===== src/rtl/uart_tx_frame.sv =====
// uart_tx_frame: parametrised UART transmitter.
//   Frame = start bit, DATA_BITS data bits (LSB first), optional parity bit,
//   STOP_BITS stop bits; every bit lasts BAUD_DIV = MODULE_CLK_RATE /
//   UART_BAUDCLK_RATE clocks. Back-to-back frames leave no idle clocks.
//   Optional macro UART_TX_FIFO_EN: adds a FIFO_DEPTH-entry FIFO ahead of
//   the serializer (default build: direct handshake, fifo_count_o = 0).
// Ports:
//   clk, rst        - clock, synchronous active-high reset
//   tx_valid_i      - producer has a word on tx_data_i
//   tx_data_i       - word to send
//   tx_ready_o      - word accepted on tx_valid_i & tx_ready_o
//   tx_busy_o       - frame in progress or word pending in the FIFO
//   tx_done_o       - one-cycle pulse after the last stop-bit clock
//   fifo_count_o    - FIFO occupancy (0 without the FIFO)
//   uart_tx         - registered serial line, idle high
module uart_tx_frame #(
    parameter int unsigned MODULE_CLK_RATE   = 100000000,
    parameter int unsigned UART_BAUDCLK_RATE = 115200,
    parameter int unsigned DATA_BITS         = 8,
    parameter int unsigned PARITY            = 0,
    parameter int unsigned STOP_BITS         = 1,
    parameter int unsigned FIFO_DEPTH        = 16
) (
    input  logic                          clk,
    input  logic                          rst,
    input  logic                          tx_valid_i,
    input  logic [DATA_BITS-1:0]          tx_data_i,
    output logic                          tx_ready_o,
    output logic                          tx_busy_o,
    output logic                          tx_done_o,
    output logic [$clog2(FIFO_DEPTH):0]   fifo_count_o,
    output logic                          uart_tx
);
    localparam int unsigned BAUD_DIV = MODULE_CLK_RATE / UART_BAUDCLK_RATE;
    localparam int unsigned CNT_W    = (BAUD_DIV > 1) ? $clog2(BAUD_DIV) : 1;
    localparam int unsigned IDX_W    = (DATA_BITS > 1) ? $clog2(DATA_BITS) : 1;
    localparam int unsigned FCNT_W   = $clog2(FIFO_DEPTH) + 1;

    localparam logic [2:0] S_IDLE   = 3'd0;
    localparam logic [2:0] S_START  = 3'd1;
    localparam logic [2:0] S_DATA   = 3'd2;
    localparam logic [2:0] S_PARITY = 3'd3;
    localparam logic [2:0] S_STOP   = 3'd4;

    // Elaboration-time parameter legality
    if (BAUD_DIV < 2) begin : g_bad_baud
        $error("uart_tx_frame: BAUD_DIV must be >= 2");
    end
    if (DATA_BITS < 5 || DATA_BITS > 9) begin : g_bad_data
        $error("uart_tx_frame: DATA_BITS must be 5..9");
    end
    if (PARITY > 2) begin : g_bad_parity
        $error("uart_tx_frame: PARITY must be 0, 1 or 2");
    end
    if (STOP_BITS < 1 || STOP_BITS > 2) begin : g_bad_stop
        $error("uart_tx_frame: STOP_BITS must be 1 or 2");
    end

    logic [2:0]           state_q, state_d;
    logic [CNT_W-1:0]     cnt_q, cnt_d;
    logic [IDX_W-1:0]     bit_idx_q, bit_idx_d;
    logic                 stop_idx_q, stop_idx_d;
    logic [DATA_BITS-1:0] shift_q, shift_d;
    logic                 par_q, par_d;
    logic                 tx_q, tx_d;
    logic                 done_q, done_d;
    logic                 busy_q, busy_d;
    logic [FCNT_W-1:0]    count_q, count_d;
    logic                 bit_end, last_stop, load;
    logic [DATA_BITS-1:0] ld_data;
    logic                 ld_par;

    assign bit_end   = (cnt_q == CNT_W'(BAUD_DIV - 1));
    assign last_stop = (state_q == S_STOP) && bit_end
                       && (stop_idx_q == 1'(STOP_BITS - 1));
    // Odd parity inverts the XOR so that data+parity has an odd ones count
    assign ld_par    = (PARITY == 1) ? ~(^ld_data) : (^ld_data);

`ifdef UART_TX_FIFO_EN
    localparam int unsigned PTR_W = (FIFO_DEPTH > 1) ? $clog2(FIFO_DEPTH) : 1;

    if (FIFO_DEPTH < 2 || (FIFO_DEPTH & (FIFO_DEPTH - 1)) != 0) begin : g_bad_depth
        $error("uart_tx_frame: FIFO_DEPTH must be a power of 2, >= 2");
    end

    logic [DATA_BITS-1:0] mem_q [FIFO_DEPTH];
    logic [PTR_W-1:0]     wr_ptr_q, rd_ptr_q;
    logic                 push, pop;

    // Ready looks only at current occupancy: a pop in the same cycle does not free a slot
    assign tx_ready_o = ~rst & (count_q != FCNT_W'(FIFO_DEPTH));
    assign push       = tx_valid_i & tx_ready_o;
    assign pop        = (count_q != '0) & ((state_q == S_IDLE) | last_stop);
    assign load       = pop;
    assign ld_data    = mem_q[rd_ptr_q];

    // FIFO occupancy update
    always_comb begin
        count_d = count_q;
        case ({push, pop})
            2'b10:   count_d = count_q + FCNT_W'(1);
            2'b01:   count_d = count_q - FCNT_W'(1);
            default: count_d = count_q;
        endcase
    end

    // FIFO pointers
    always_ff @(posedge clk) begin
        if (rst) begin
            wr_ptr_q <= '0;
            rd_ptr_q <= '0;
        end else begin
            if (push) wr_ptr_q <= wr_ptr_q + PTR_W'(1);
            if (pop)  rd_ptr_q <= rd_ptr_q + PTR_W'(1);
        end
    end

    // FIFO storage (no reset needed; guarded by occupancy)
    always_ff @(posedge clk) begin
        if (push) mem_q[wr_ptr_q] <= tx_data_i;
    end
`else
    // Direct handshake: accept in IDLE or in the last clock of the last stop bit
    assign tx_ready_o = ~rst & ((state_q == S_IDLE) | last_stop);
    assign load       = tx_valid_i & tx_ready_o;
    assign ld_data    = tx_data_i;
    assign count_d    = '0;
`endif

    // Serializer next state; tx_d is the line value for the following cycle
    always_comb begin
        state_d    = state_q;
        cnt_d      = cnt_q;
        bit_idx_d  = bit_idx_q;
        stop_idx_d = stop_idx_q;
        shift_d    = shift_q;
        par_d      = par_q;
        tx_d       = tx_q;
        done_d     = 1'b0;
        if (state_q == S_IDLE) begin
            cnt_d = '0;
            tx_d  = 1'b1;
            if (load) begin
                state_d = S_START;
                shift_d = ld_data;
                par_d   = ld_par;
                tx_d    = 1'b0;
            end
        end else begin
            cnt_d = bit_end ? '0 : cnt_q + CNT_W'(1);
            if (bit_end) begin
                case (state_q)
                    S_START: begin
                        state_d   = S_DATA;
                        bit_idx_d = '0;
                        tx_d      = shift_q[0];
                    end
                    S_DATA: begin
                        if (bit_idx_q == IDX_W'(DATA_BITS - 1)) begin
                            stop_idx_d = 1'b0;
                            if (PARITY != 0) begin
                                state_d = S_PARITY;
                                tx_d    = par_q;
                            end else begin
                                state_d = S_STOP;
                                tx_d    = 1'b1;
                            end
                        end else begin
                            bit_idx_d = bit_idx_q + IDX_W'(1);
                            shift_d   = shift_q >> 1;
                            tx_d      = shift_q[1];
                        end
                    end
                    S_PARITY: begin
                        state_d    = S_STOP;
                        stop_idx_d = 1'b0;
                        tx_d       = 1'b1;
                    end
                    S_STOP: begin
                        if (!last_stop) begin
                            stop_idx_d = 1'b1;
                        end else begin
                            done_d = 1'b1;
                            if (load) begin
                                state_d = S_START;
                                shift_d = ld_data;
                                par_d   = ld_par;
                                tx_d    = 1'b0;
                            end else begin
                                state_d = S_IDLE;
                                tx_d    = 1'b1;
                            end
                        end
                    end
                    default: begin
                        state_d = S_IDLE;
                        tx_d    = 1'b1;
                    end
                endcase
            end
        end
        busy_d = (state_d != S_IDLE) | (count_d != '0);
    end

    // State and output registers
    always_ff @(posedge clk) begin
        if (rst) begin
            state_q    <= S_IDLE;
            cnt_q      <= '0;
            bit_idx_q  <= '0;
            stop_idx_q <= 1'b0;
            shift_q    <= '0;
            par_q      <= 1'b0;
            tx_q       <= 1'b1;
            done_q     <= 1'b0;
            busy_q     <= 1'b0;
            count_q    <= '0;
        end else begin
            state_q    <= state_d;
            cnt_q      <= cnt_d;
            bit_idx_q  <= bit_idx_d;
            stop_idx_q <= stop_idx_d;
            shift_q    <= shift_d;
            par_q      <= par_d;
            tx_q       <= tx_d;
            done_q     <= done_d;
            busy_q     <= busy_d;
            count_q    <= count_d;
        end
    end

    assign uart_tx      = tx_q;
    assign tx_done_o    = done_q;
    assign tx_busy_o    = busy_q;
    assign fifo_count_o = count_q;
endmodule


===== config.mk =====
export PLATFORM = sky130hd
export DESIGN_NAME = uart_tx_frame
export DESIGN_NICKNAME = d
export VERILOG_FILES = /design/src/rtl/uart_tx_frame.sv
export SDC_FILE = /design/constraint.sdc
export NUM_CORES = 1
export LEC_CHECK = 0
export CORE_MARGIN = 2
export CORE_UTILIZATION = 53
export DETAILED_ROUTE_END_ITERATION = 6
export GPL_ROUTABILITY_DRIVEN = 0
export PLACE_DENSITY = 0.76
export SYNTH_ARGS = -nofsm -noshare
export SYNTH_HDL_FRONTEND = slang
export SYNTH_SLANG_ARGS = --single-unit

===== constraint.sdc =====
create_clock -name clk -period 3.95 [get_ports clk]
set_input_delay 0.395 -clock clk [delete_from_list [all_inputs] [get_ports clk]]
set_output_delay 0.395 -clock clk [all_outputs]
set_load 0.01 [all_outputs]

==> results of run 1 <==
-- per-stage QoR --
| step | setup slack, ns | area (um2) |
|---|---|---|
| detailed placement | 1.24 | 1520 |
| floorplan | 1.67 | 1410 |
| finish | 0.832 | 1540 |
| global placement | 1.27 | 1520 |
| global route | 0.666 | 1540 |
| CTS | 0.822 | 1540 |
-- cells by family after synthesis --
family          after synthesis  share of synthesized area
flops                        28                      0.401
simple gates                 65                      0.260
mux                           8                     0.0627
xor+xnor                      8                     0.0502
fa+ha+maj                     3                     0.0269
other cells                   1                    0.00269
compound gates               27                      0.134
buf+inv                      17                     0.0618
-- worst min path at each step --
stage	end	startpoint
detailed placement	bit_idx_q[1]	bit_idx_q[1]
floorplan	cnt_q[0]	cnt_q[0]
global placement	cnt_q[0]	cnt_q[0]
CTS	bit_idx_q[1]	bit_idx_q[1]
global route	bit_idx_q[1]	bit_idx_q[1]
finish	bit_idx_q[1]	bit_idx_q[1]
-- cells in the mapped netlist, types with 2 or more instances --
cell type | instances | area [um2]
nand4_1 | 2 | 12.5
nor3_1 | 5 | 25.0
or3_1 | 2 | 12.5
a22oi_1 | 6 | 45.0
or4b_2 | 2 | 20.0
nand2_1 | 13 | 48.8
xnor2_1 | 2 | 17.5
nand3_1 | 3 | 15.0
and3_1 | 2 | 12.5
mux2_2 | 6 | 67.6
nor4_1 | 2 | 12.5
buf_2 | 2 | 10.0
inv_1 | 4 | 15.0
clkbuf_1 | 4 | 15.0
nand3b_1 | 2 | 15.0
nor2b_1 | 2 | 12.5
buf_4 | 5 | 37.5
o21ai_0 | 5 | 25.0
dfxtp_1 | 28 | 561
xor2_1 | 6 | 52.6
mux2i_1 | 2 | 20.0
nand4bb_1 | 2 | 22.5
a31oi_1 | 2 | 12.5
o2bb2ai_1 | 6 | 52.6
or2_2 | 3 | 18.8
nor2_1 | 17 | 63.8
ha_1 | 3 | 37.5
a21oi_1 | 4 | 20.0
-- flip-flops by register name, summed over array words and instances (netlist names) --
signal and flops:
bit_idx_q 3, uart_tx 1, stop_idx_q 1, tx_done_o 1, cnt_q 10, tx_busy_o 1
shift_q 8, state_q 3
-- metal layers --
layer / GRT usage / wire length (um) / vias up
li1: - / - / 564
met4: 0.0697 / 42 / 0
met2: 0.299 / 1180 / 26
met3: 0.0328 / 86 / 5
met5: 0 / 0 / -
met1: 0.234 / 1280 / 489
-- layout make-up --
class                      count  area (um2)  area share
multi-input combinational    116         764       0.496
sequential                    28         561       0.364
timing repair buffer          14         140      0.0910
tap                           30        37.5      0.0244
clock buffer                   3        22.5      0.0146
inverter                       4        15.0     0.00975
-- power groups by stage --
| stage | logic (mW) | registers [mW] | clock network (mW) |
|---|---|---|---|
| final | 0.0675 | 0.306 | 0.114 |
| after global routing | 0.0739 | 0.308 | 0.132 |
| after CTS | 0.0677 | 0.305 | 0.118 |
| after detailed placement | 0.0673 | 0.312 | 0 |
| after global placement | 0.0662 | 0.311 | 0 |
| after floorplan | 0.0492 | 0.308 | 0 |
-- critical path, stage by stage, from the launching register on --
cell and delay, ns:
dfxtp_1 0.49, or4b_2 0.65, nor4_1 0.30, or2_2 0.24
nor2b_1 0.15, clkdlybuf4s50_1 0.56
-- placed cells by master, fill, tap and decap left out, types with 3 or more instances in the layout --
| cell type | synthesis | final |
|---|---|---|
| dfxtp_1 | 28 | 28 |
| nor2_1 | 17 | 17 |
| clkdlybuf4s50_1 | 0 | 14 |
| nand2_1 | 13 | 13 |
| xor2_1 | 6 | 6 |
| mux2_2 | 6 | 6 |
| a22oi_1 | 6 | 6 |
| o2bb2ai_1 | 6 | 6 |
| nor3_1 | 5 | 5 |
| o21ai_0 | 5 | 5 |
| conb_1 | 1 | 5 |
| inv_1 | 4 | 4 |
| a21oi_1 | 4 | 4 |
| or2_2 | 3 | 3 |
| nand3_1 | 3 | 3 |
| ha_1 | 3 | 3 |
| clkbuf_4 | 0 | 3 |
==> metrics.cfg, run 1 <==
[run_status]
status = finished clean

[sta]
relSlewSlack = 0.448
tns_ns = 0
min_period_ns = 3.12
rsz0062_at_grt = false
whs_ns = 0.469
hold_viol = 0
worst_pin_slew_ns = 0.826
finalSetupViolCount = 0
layout_worst_path_cycle_share = 0.789
slew_viol_final = 0
fmax_ghz = 0.321
finalClockSkew_ns = 0.00976

[floorplanning]
die_x_um = 55.3
rows = 18
ios = 20
initial_core_util = 0.564
die_h_um = 55.3
core-area_um2 = 2480
die-area_um2 = 3060

[clocking]
cts_root_buffer = clkbuf_4
cts_setup_buffers = 0
clock_path_buffers = 2
cts_tree = yes
clk_pin_slew_ns = 0.14
cts_buffers = 3
cts_sinks = 28
clk_latency_ns = 0.32
ctsHoldBuffers = 0
cts-resized-gates = 0
htree_levels = 1

[layout]
utilization = 0.622
drive_gt1_frac = 0.103
fillers = 229
n_antenna_cell = 0
instances_no_fill = 195
syn_to_final_growth_pct = 10.3
fin_nets = 181

[global_route]
grt_pass1_vias = 1040
overflow = 0
grt_usage = 0.181
grt_max_degree = 26
antenna_found_initial = 0
grt_pass1_wl_mm = 4.58

[flow_run]
cap_violations = 0

[worst_setup_path]
critPathArrivalTime_ns = 2.72
required_ns = 3.56
critical_path.startpoint = state_q[2]
crit_path_start_kind = flip-flop
end_kind = primary output
r2r-start = bit_idx_q[0]
ff2ff_setup_slack_ns = 1.45
cp_max_fo = 10
worstRegToRegCells = 6
worstSetupEndpoint = tx_ready_o
path_class = flip-flop to primary output
worstReg2RegEnd = shift_q[3]

[detailed_routing]
via_per_inst = 5.56
drtIter0Drc = 21
wirelength_mm = 2.58
drt-pass1-iter-count = 4
remaining_drc_errors = 0
wire_per_inst_um = 13.3
vias = 1084
postRouteAntennaNets = 0

[power]
p_clk_frac = 0.234
power.switching_mw = 0.121
power_mw = 0.487
leakage_nw = 0.567
pwr-share-comb = 0.139
seqPwrFrac = 0.627
p_sw_frac = 0.249
ir_worst_vdd_uv = 217
intPower_mw = 0.366
p_per_area_nw_per_um2 = 316

[synth]
synth_flop_cell = dfxtp_1
synthCells = 157
yosysWarnings = 0
synth_edf_count = 0
synth_cell_types = 43
ys_ff_latch = 28
syn_area_um2 = 1400
ys_seq_area_frac = 0.401
async_flop_share = 0
synth_area_per_cell_um2 = 8.89

[placed_design]
numPortBuffers = 14
placedCellCount = 192
dp_hpwl_mm = 1.96

[hold_path]
hp-class = flip-flop to flip-flop
min_path_cells = 2

Note: power is estimated with default switching activity, not from simulation.
==> inputs of run 2 (changes only) <==
--- a/config.mk
+++ b/config.mk
@@ -6,10 +6,10 @@
 export NUM_CORES = 1
 export LEC_CHECK = 0
 export CORE_MARGIN = 2
-export CORE_UTILIZATION = 53
+export CORE_UTILIZATION = 48
 export DETAILED_ROUTE_END_ITERATION = 6
 export GPL_ROUTABILITY_DRIVEN = 0
-export PLACE_DENSITY = 0.76
+export PLACE_DENSITY = 0.73
 export SYNTH_ARGS = -nofsm -noshare
 export SYNTH_HDL_FRONTEND = slang
 export SYNTH_SLANG_ARGS = --single-unit
==> constraint.sdc (replaced) <==
create_clock -name clk -period 2.75 [get_ports clk]
set_input_delay 0.275 -clock clk [delete_from_list [all_inputs] [get_ports clk]]
set_output_delay 0.275 -clock clk [all_outputs]
set_load 0.01 [all_outputs]
==> run 2 against run 1 <==
Combinational power rose by 57%. Sequential cell count is the same. Largest cell class unchanged. Non-clock buffer count is 5 higher. Critical endpoint unchanged. Critical path type unchanged.
==> metrics.cfg, run 2 (synthesis gave the netlist of run 1 again) <==
[run_status]
status = finished clean

[floorplanning]
die_h_um = 57.9  ; +4.7%
die-area_um2 = 3360  ; +9.6%
ios = 20  ; unchanged
core-area_um2 = 2760  ; +11%
rows = 19  ; +1
initial_core_util = 0.506  ; -0.0573
die_x_um = 57.9  ; +4.7%

[placed_design]
placed_area_um2 = 1560  ; +2.6%
dp_hpwl_mm = 1.97  ; +0.72%
numPortBuffers = 14  ; unchanged

[detailed_routing]
wire_per_inst_um = 13.0  ; -2.0%
vias = 1109  ; +2.3%
remaining_drc_errors = 0  ; unchanged
drtIter0Drc = 25  ; +19%
via_per_inst = 5.49  ; -1.2%
wirelength_mm = 2.62  ; +1.5%
drt-pass1-iter-count = 4  ; unchanged
postRouteAntennaNets = 0  ; unchanged

[sta]
fmax_ghz = 0.397
tns_ns = 0  ; unchanged
worst_pin_slew_ns = 0.613  ; -0.213 ns
min_period_ns = 2.52
rsz0062_at_grt = false
finalClockSkew_ns = 0.0121  ; +0.00233 ns
hold_viol = 0  ; unchanged
layout_worst_path_cycle_share = 0.917
whs_ns = 0.468  ; -0.00161 ns
slew_viol_final = 0  ; unchanged
relSlewSlack = 0.587  ; +0.139
finalSetupViolCount = 0  ; unchanged

[clocking]
cts_buffers = 3  ; unchanged
cts_tree = yes
cts_root_buffer = clkbuf_4
ctsHoldBuffers = 0  ; unchanged
cts_sinks = 28  ; unchanged
htree_levels = 1  ; unchanged
clk_pin_slew_ns = 0.15  ; about the same
clk_latency_ns = 0.33  ; about the same
clock_path_buffers = 2  ; unchanged

[worst_setup_path]
worst_path_largest_cell_delay_ns = 0.68  ; +0.03 ns
critical_path.startpoint = state_q[1]
r2r-start = cnt_q[0]
path_class = flip-flop to primary output
worstReg2RegEnd = bit_idx_q[0]
worstRegToRegCells = 6  ; unchanged
crit_path_start_kind = flip-flop
worstSetupEndpoint = tx_ready_o
ff2ff_setup_slack_ns = 0.41  ; -1.04 ns
cp_max_fo = 9  ; -1
required_ns = 2.48  ; -1.08 ns
worstPathCellList = or4b_2, nor4_2, or2_2, nor2b_1, dlygate4sd2_1
end_kind = primary output
slowest_stage = or4b_2
critPathArrivalTime_ns = 2.25  ; -0.47 ns

[layout]
seq_area_um2 = 562  ; +0.22%
largest_reg_flops = 10  ; unchanged
drive_gt1_frac = 0.146  ; +0.0432
syn_to_final_growth_pct = 14.5
multiInputGateArea_um2 = 771  ; +0.82%
final_cell_area_um2 = 1600  ; +3.8%
top_regs = cnt_q: 10 flops, shift_q: 8 flops
n_antenna_cell = 0  ; unchanged
fin_nets = 186  ; +2.8%
top_register = cnt_q
fillers = 261  ; +14%
utilization = 0.580  ; -0.0419
final_common_cell = dfxtp_1
final_cell_mix = dfxtp_1, nor2_1, nand2_1, clkdlybuf4s50_1

[global_route]
grt_pass1_vias = 1011  ; -2.8%
antenna_found_initial = 0  ; unchanged
grt_usage = 0.169  ; -0.0119
grt_pass1_wl_mm = 4.44  ; -3.2%
overflow = 0  ; unchanged
grt_max_degree = 21  ; -19%

[power]
ir_worst_vdd_uv = 288  ; +33%
leakage_nw = 0.603  ; +6.3%
p_per_area_nw_per_um2 = 463  ; +47%

[flow_run]
cap_violations = 0  ; unchanged

[hold_path]
hp-class = flip-flop to flip-flop

[run 2: through the flow]
step | worst slack, ns | power, mW | instances
2_1_floorplan | 0.568 | 0.513 | 161
3_3_place_gp | 0.289 | 0.547 | 198
3_5_place_dp | 0.281 | 0.550 | 198
4_1_cts | 0.218 | 0.748 | 202
5_1_grt | 0.0933 | 0.775 | 202
6_report | 0.229 | 0.741 | 202
[run 2: worst min-delay path by stage]
stage,from,end,cells after the start,slack [ns]
final,bit_idx_q[2],bit_idx_q[2],2,0.47
after global routing,bit_idx_q[0],bit_idx_q[0],2,0.50
after CTS,bit_idx_q[2],bit_idx_q[2],2,0.47
after detailed placement,bit_idx_q[2],bit_idx_q[2],2,0.45
after global placement,cnt_q[0],cnt_q[0],1,0.44
after floorplan,tx_data_i[1],shift_q[1],2,0.39
[run 2: metal layers]
metal | track usage | part of all wire
met5 | 0 | 0
met4 | 0.0598 | 0.016
met3 | 0.0201 | 0.035
met2 | 0.266 | 0.44
met1 | 0.240 | 0.50
[run 2: critical path: cells and delay by family (launching register included)]
kind | cells | cell delay, ns
and+or+nand+nor | 4 | 1.22
DFF | 1 | 0.39
buffers and inverters | 1 | 0.28
[run 2: power by group]
part           internal [mW]  switching, mW  total (mW)
combinational         0.0547         0.0508       0.106
clock                 0.0811          0.119       0.200
sequential             0.423         0.0116       0.435
[run 2: timing repair]
| action | in CTS | in global routing |
|---|---|---|
| setup buffers | 0 | 0 |
| endpoints found under the setup margin | 1 | 0 |
| gates resized for setup | 3 | 0 |
[run 2: layout make-up]
class | count | area share
repair buffers | 19 | 0.110
clock buffers | 4 | 0.0227
flip-flops and latches | 28 | 0.351
well taps | 31 | 0.0243
multi-input cells | 116 | 0.482
inverters | 4 | 0.00939
==> inputs of run 3 (changes only) <==
--- a/config.mk
+++ b/config.mk
@@ -9,7 +9,7 @@
 export CORE_UTILIZATION = 48
 export DETAILED_ROUTE_END_ITERATION = 6
 export GPL_ROUTABILITY_DRIVEN = 0
-export PLACE_DENSITY = 0.73
+export PLACE_DENSITY = 0.75
 export SYNTH_ARGS = -nofsm -noshare
 export SYNTH_HDL_FRONTEND = slang
 export SYNTH_SLANG_ARGS = --single-unit
==> run 3 against run 2 <==
Critical path depth stayed put. Register-to-register slack about the same. Clock-buffer cell count is the same. Wire length grew 5.2%. Hold slack better by 0.0066 ns. Combinational power about the same. Sequential share of layout area is 0.32 points higher. Final cell count fell by 0.50%. Sequential power about the same. Largest power group unchanged. Highest routed layer unchanged.
==> metrics.cfg, run 3 (synthesis gave the netlist of run 1 again) <==
[run_status]
status = finished clean

[placed_design]
placed_area_um2 = 1550  ; -0.48%
dp_hpwl_mm = 2.06  ; +4.4%
numPortBuffers = 14  ; unchanged

[worst_setup_path]
worst_path_largest_cell_delay_ns = 0.67  ; about the same
end_kind = primary output
worstPathCellList = or4b_2, nor4_2, or2_2, nor2b_1, dlygate4sd2_1
crit_family = simple AND/OR/NAND/NOR gates
required_ns = 2.48  ; about the same
cp_max_fo = 9  ; unchanged
path_buf_inv = 1  ; unchanged
critPathArrivalTime_ns = 2.21  ; -0.04 ns
crit_path_start_kind = flip-flop
path_class = flip-flop to primary output
slowest_stage = or4b_2

[power]
leakage_nw = 0.598  ; -0.77%
p_per_area_nw_per_um2 = 463  ; about the same
intPower_mw = 0.558  ; -0.21%
power.switching_mw = 0.181  ; -0.45%
pwr-share-comb = 0.145  ; +0.003
ir_worst_vdd_uv = 337  ; +17%
p_sw_frac = 0.245  ; -0.000446
power_mw = 0.739  ; -0.27%
seqPwrFrac = 0.587  ; about the same
p_clk_frac = 0.268  ; -0.002

[clocking]
clk_pin_slew_ns = 0.15  ; about the same
cts-resized-gates = 5  ; +2
clk_latency_ns = 0.32  ; about the same
htree_levels = 1  ; unchanged
cts_root_buffer = clkbuf_4
cts_sinks = 28  ; unchanged
ctsHoldBuffers = 0  ; unchanged
cts_buffers = 3  ; unchanged
clock_path_buffers = 2  ; unchanged
cts_tree = yes
cts_setup_buffers = 0  ; unchanged

[layout]
fin_nets = 185  ; -0.54%
final_cell_mix = dfxtp_1, nor2_1, nand2_1, clkdlybuf4s50_1
utilization = 0.578  ; -0.00136
top_register = cnt_q
final_common_cell = dfxtp_1
drive_gt1_frac = 0.147  ; +0.000860
n_antenna_cell = 0  ; unchanged
syn_to_final_growth_pct = 14.2
final_cell_area_um2 = 1600  ; -0.23%
top_regs = cnt_q: 10 flops, shift_q: 8 flops
largest_reg_flops = 10  ; unchanged

[sta]
tns_ns = 0  ; unchanged
min_period_ns = 2.49  ; -0.0331 ns
finalSetupViolCount = 0  ; unchanged
fmax_ghz = 0.402  ; +1.3%
whs_ns = 0.474  ; +0.00656 ns
slew_viol_final = 0  ; unchanged
finalClockSkew_ns = 0.00319  ; -0.00890 ns
layout_worst_path_cycle_share = 0.905  ; -0.0120
relSlewSlack = 0.602  ; +0.0147
rsz0062_at_grt = false
hold_viol = 0  ; unchanged
worst_pin_slew_ns = 0.591  ; -0.0219 ns

[floorplanning]
die_h_um = 57.9  ; unchanged
die_x_um = 57.9  ; unchanged
rows = 19  ; unchanged
ios = 20  ; unchanged
core-area_um2 = 2760  ; unchanged
initial_core_util = 0.506  ; unchanged
die-area_um2 = 3360  ; unchanged

[global_route]
grt_pass1_wl_mm = 4.67  ; +5.3%
grt_usage = 0.175  ; +0.00583
overflow = 0  ; unchanged
antenna_found_initial = 0  ; unchanged
grt_max_degree = 16  ; -24%
grt_pass1_vias = 1085  ; +7.3%

[detailed_routing]
postRouteAntennaNets = 0  ; unchanged
remaining_drc_errors = 0  ; unchanged
vias = 1129  ; +1.8%
drtIter0Drc = 25  ; unchanged
via_per_inst = 5.62  ; +2.3%
drt-pass1-iter-count = 4  ; unchanged
wirelength_mm = 2.76  ; +5.2%
wire_per_inst_um = 13.7  ; +5.7%

[flow_run]
cap_violations = 0  ; unchanged

[hold_path]
hp-class = flip-flop to flip-flop

-- run 3: per-stage QoR --
stage | setup WS, ns | std cells
5_1_grt | 0.144 | 201
2_1_floorplan | 0.568 | 161
3_5_place_dp | 0.271 | 197
3_3_place_gp | 0.262 | 197
4_1_cts | 0.271 | 201
6_report | 0.262 | 201
-- run 3: layer usage --
layer	vias up	global-route usage	part of all wire
met2	25	0.307	0.48
li1	571	-	-
met3	2	0.0268	0.042
met1	531	0.227	0.47
met5	-	0	0
met4	0	0.0399	0.0069
-- run 3: area by class of cell --
cell class,count,area (um2)
Tap cell,31,38.8
Sequential cell,28,566
Timing Repair Buffer,18,169
Clock buffer,4,36.3
Inverter,4,15.0
Multi-Input combinational cell,116,771
Fill cell,244,1160
-- run 3: worst paths after layout --
check / start / end / slack [ns] / cells after the start
worst max-delay path: state_q[1] / tx_ready_o / 0.26 / 5
worst min register to register: bit_idx_q[1] / bit_idx_q[1] / 0.47 / 2
worst max register to register: cnt_q[0] / bit_idx_q[0] / 0.40 / 6
worst min-delay path: bit_idx_q[1] / bit_idx_q[1] / 0.47 / 2
-- run 3: power groups by stage --
stage | clock network, mW | registers [mW] | logic, mW
5_1_grt | 0.216 | 0.436 | 0.118
2_1_floorplan | 0 | 0.443 | 0.0707
3_3_place_gp | 0 | 0.443 | 0.104
3_5_place_dp | 0 | 0.444 | 0.107
4_1_cts | 0.204 | 0.434 | 0.107
6_report | 0.198 | 0.434 | 0.107
-- run 3: worst register-to-register path, cell delays in order, from the launching register on --
cell and delay (ns):
dfxtp_1 0.40, ha_1 0.26, or3b_4 0.43, or3_4 0.36
a211o_1 0.29, or4_1 0.41, a21oi_1 0.14
==> variant: new RTL, config.mk and constraints of run 3 <==
The option `UART_TX_FIFO_EN` is turned on by a define.
--- a/src/rtl/uart_tx_frame.sv
+++ b/src/rtl/uart_tx_frame.sv
@@ -15,2 +15,4 @@
 //   uart_tx         - registered serial line, idle high
+`define UART_TX_FIFO_EN
+
 module uart_tx_frame #(
Behaviour: not the same (Yosys sat finds a counterexample within 4 cycles, from zero or initial values and one cycle with rst high).
==> variant against run 3 <==
- maximum frequency decreased by 9.5%
- power increased to 11 times the old value
- synthesized cell count increased to 3.2 times the old value
- sequential cell count increased by 145
- setup slack got worse by 260 ps
- critical path depth increased by 7
- cell area increased to 5.4 times the old value
- wire length increased to 5.2 times the old value
- synthesized area increased to 5.3 times the old value
==> variant: results (changes against run 3) <==
stage	metric	value	unit	change
status	status	finished, final reports clean		unchanged
clock_network	clkSlewWorstSetupHoldPaths	70	ps	was 150 ps
route	routed_wl	14400	um	was 2760 um
power	p_comb	2340	uW	was 107 uW
setup_path	critical_path.max_stage_delay	390	ps	was 670 ps
clock_network	h-tree-depth	4		was 1
placement	placed_cell_area	0.00797	mm^2	was 0.00155 mm^2
cells_and_area	area_delta_synth_final	17.9	%	was 14.2%
synthesis	synth.area.top_cells	edfxtp_1, dfxtp_1, mux4_2		was dfxtp_1, mux2_2, nor2_1
cells_and_area	nets	576		was 185
global_routing	grt_max_degree	40		was 16
clock_network	post_cts_buffers	2		was 0
synthesis	synth_commonest_cells	edfxtp_1, nor2_1, dfxtp_1		was dfxtp_1, nor2_1, nand2_1
cells_and_area	fillers	1162		was 244
clock_network	cts-root-buf	clkbuf_16		was clkbuf_4
clock_network	cts_buffers	17		was 3
power	p_leak	0.00287	uW	was 0.000598 uW
placement	dpl.hpwl	8980	um	was 2060 um
sta	finClkSkew	12.3	ps	was 3.19 ps
setup_path	worst_ep_arrival_time	3040	ps	was 2210 ps
placement	port_buffers	19		was 14
route	drt_iter0_markers	388		was 25
setup_path	slowest_stage	dfxtp_1		was or4b_2
sta	max-slew-margin-rel	56.2	%	was 60.2%
clock_network	clk-insertion-delay-late	430	ps	was 320 ps
synthesis	synth.avg_cell_area	14.5	um^2	was 8.89 um^2
global_routing	grt_pass1_wl	22800	um	was 4670 um
synthesis	synth-edff-count	128		was 0
power	ir_drop	0.000747	V	was 0.000337 V
synthesis	synth_ff_type	edfxtp_1		was dfxtp_1
## variant: cell types whose count changed after synthesis, moves of 10 or more
| cell | run 3 | this run |
|---|---|---|
| edfxtp_1 | 0 | 128 |
| nor2_1 | 17 | 65 |
| mux4_2 | 0 | 26 |
| dfxtp_1 | 28 | 45 |
| clkbuf_1 | 4 | 16 |
| a21oi_1 | 4 | 14 |
| nand2b_1 | 1 | 11 |
| nor2b_1 | 2 | 12 |
## variant: kinds of logic after synthesis
| group | after synthesis | synth area share, % |
|---|---|---|
| flip-flops | 173 | 64.5 |
| buffers and inverters | 46 | 3.25 |
| AND/OR/NAND/NOR | 140 | 9.64 |
| XOR/XNOR | 19 | 2.26 |
| AO/OA/AOI/OAI | 69 | 7.14 |
| adder cells (fa/ha/maj) | 11 | 1.87 |
| multiplexers | 49 | 11.4 |
## variant: worst paths after layout
kind / startpoint / slack (ps) / cells after the start / endpoint
setup / recovery: cnt_q[7] / 0.1 / 12 / tx_busy_o
hold reg to reg: cnt_q[0] / 440 / 1 / cnt_q[0]
hold / removal: cnt_q[0] / 440 / 1 / cnt_q[0]
setup reg to reg: cnt_q[7] / 0.1 / 12 / tx_busy_o
## variant: cell type report
| class | instances | area share (%) |
|---|---|---|
| Tap cell | 188 | 2.71 |
| Clock inverter | 15 | 2.49 |
| Inverter | 13 | 0.620 |
| Timing Repair Buffer | 61 | 6.16 |
| Sequential cell | 173 | 54.8 |
| Clock buffer | 17 | 4.90 |
| Multi-Input combinational cell | 288 | 28.3 |
## variant: per-layer routing
layer	vias up	global-route usage (%)
met5	-	0
met4	0	6.59
met3	23	4.84
met2	160	31.1
met1	2138	24.0
li1	2005	-
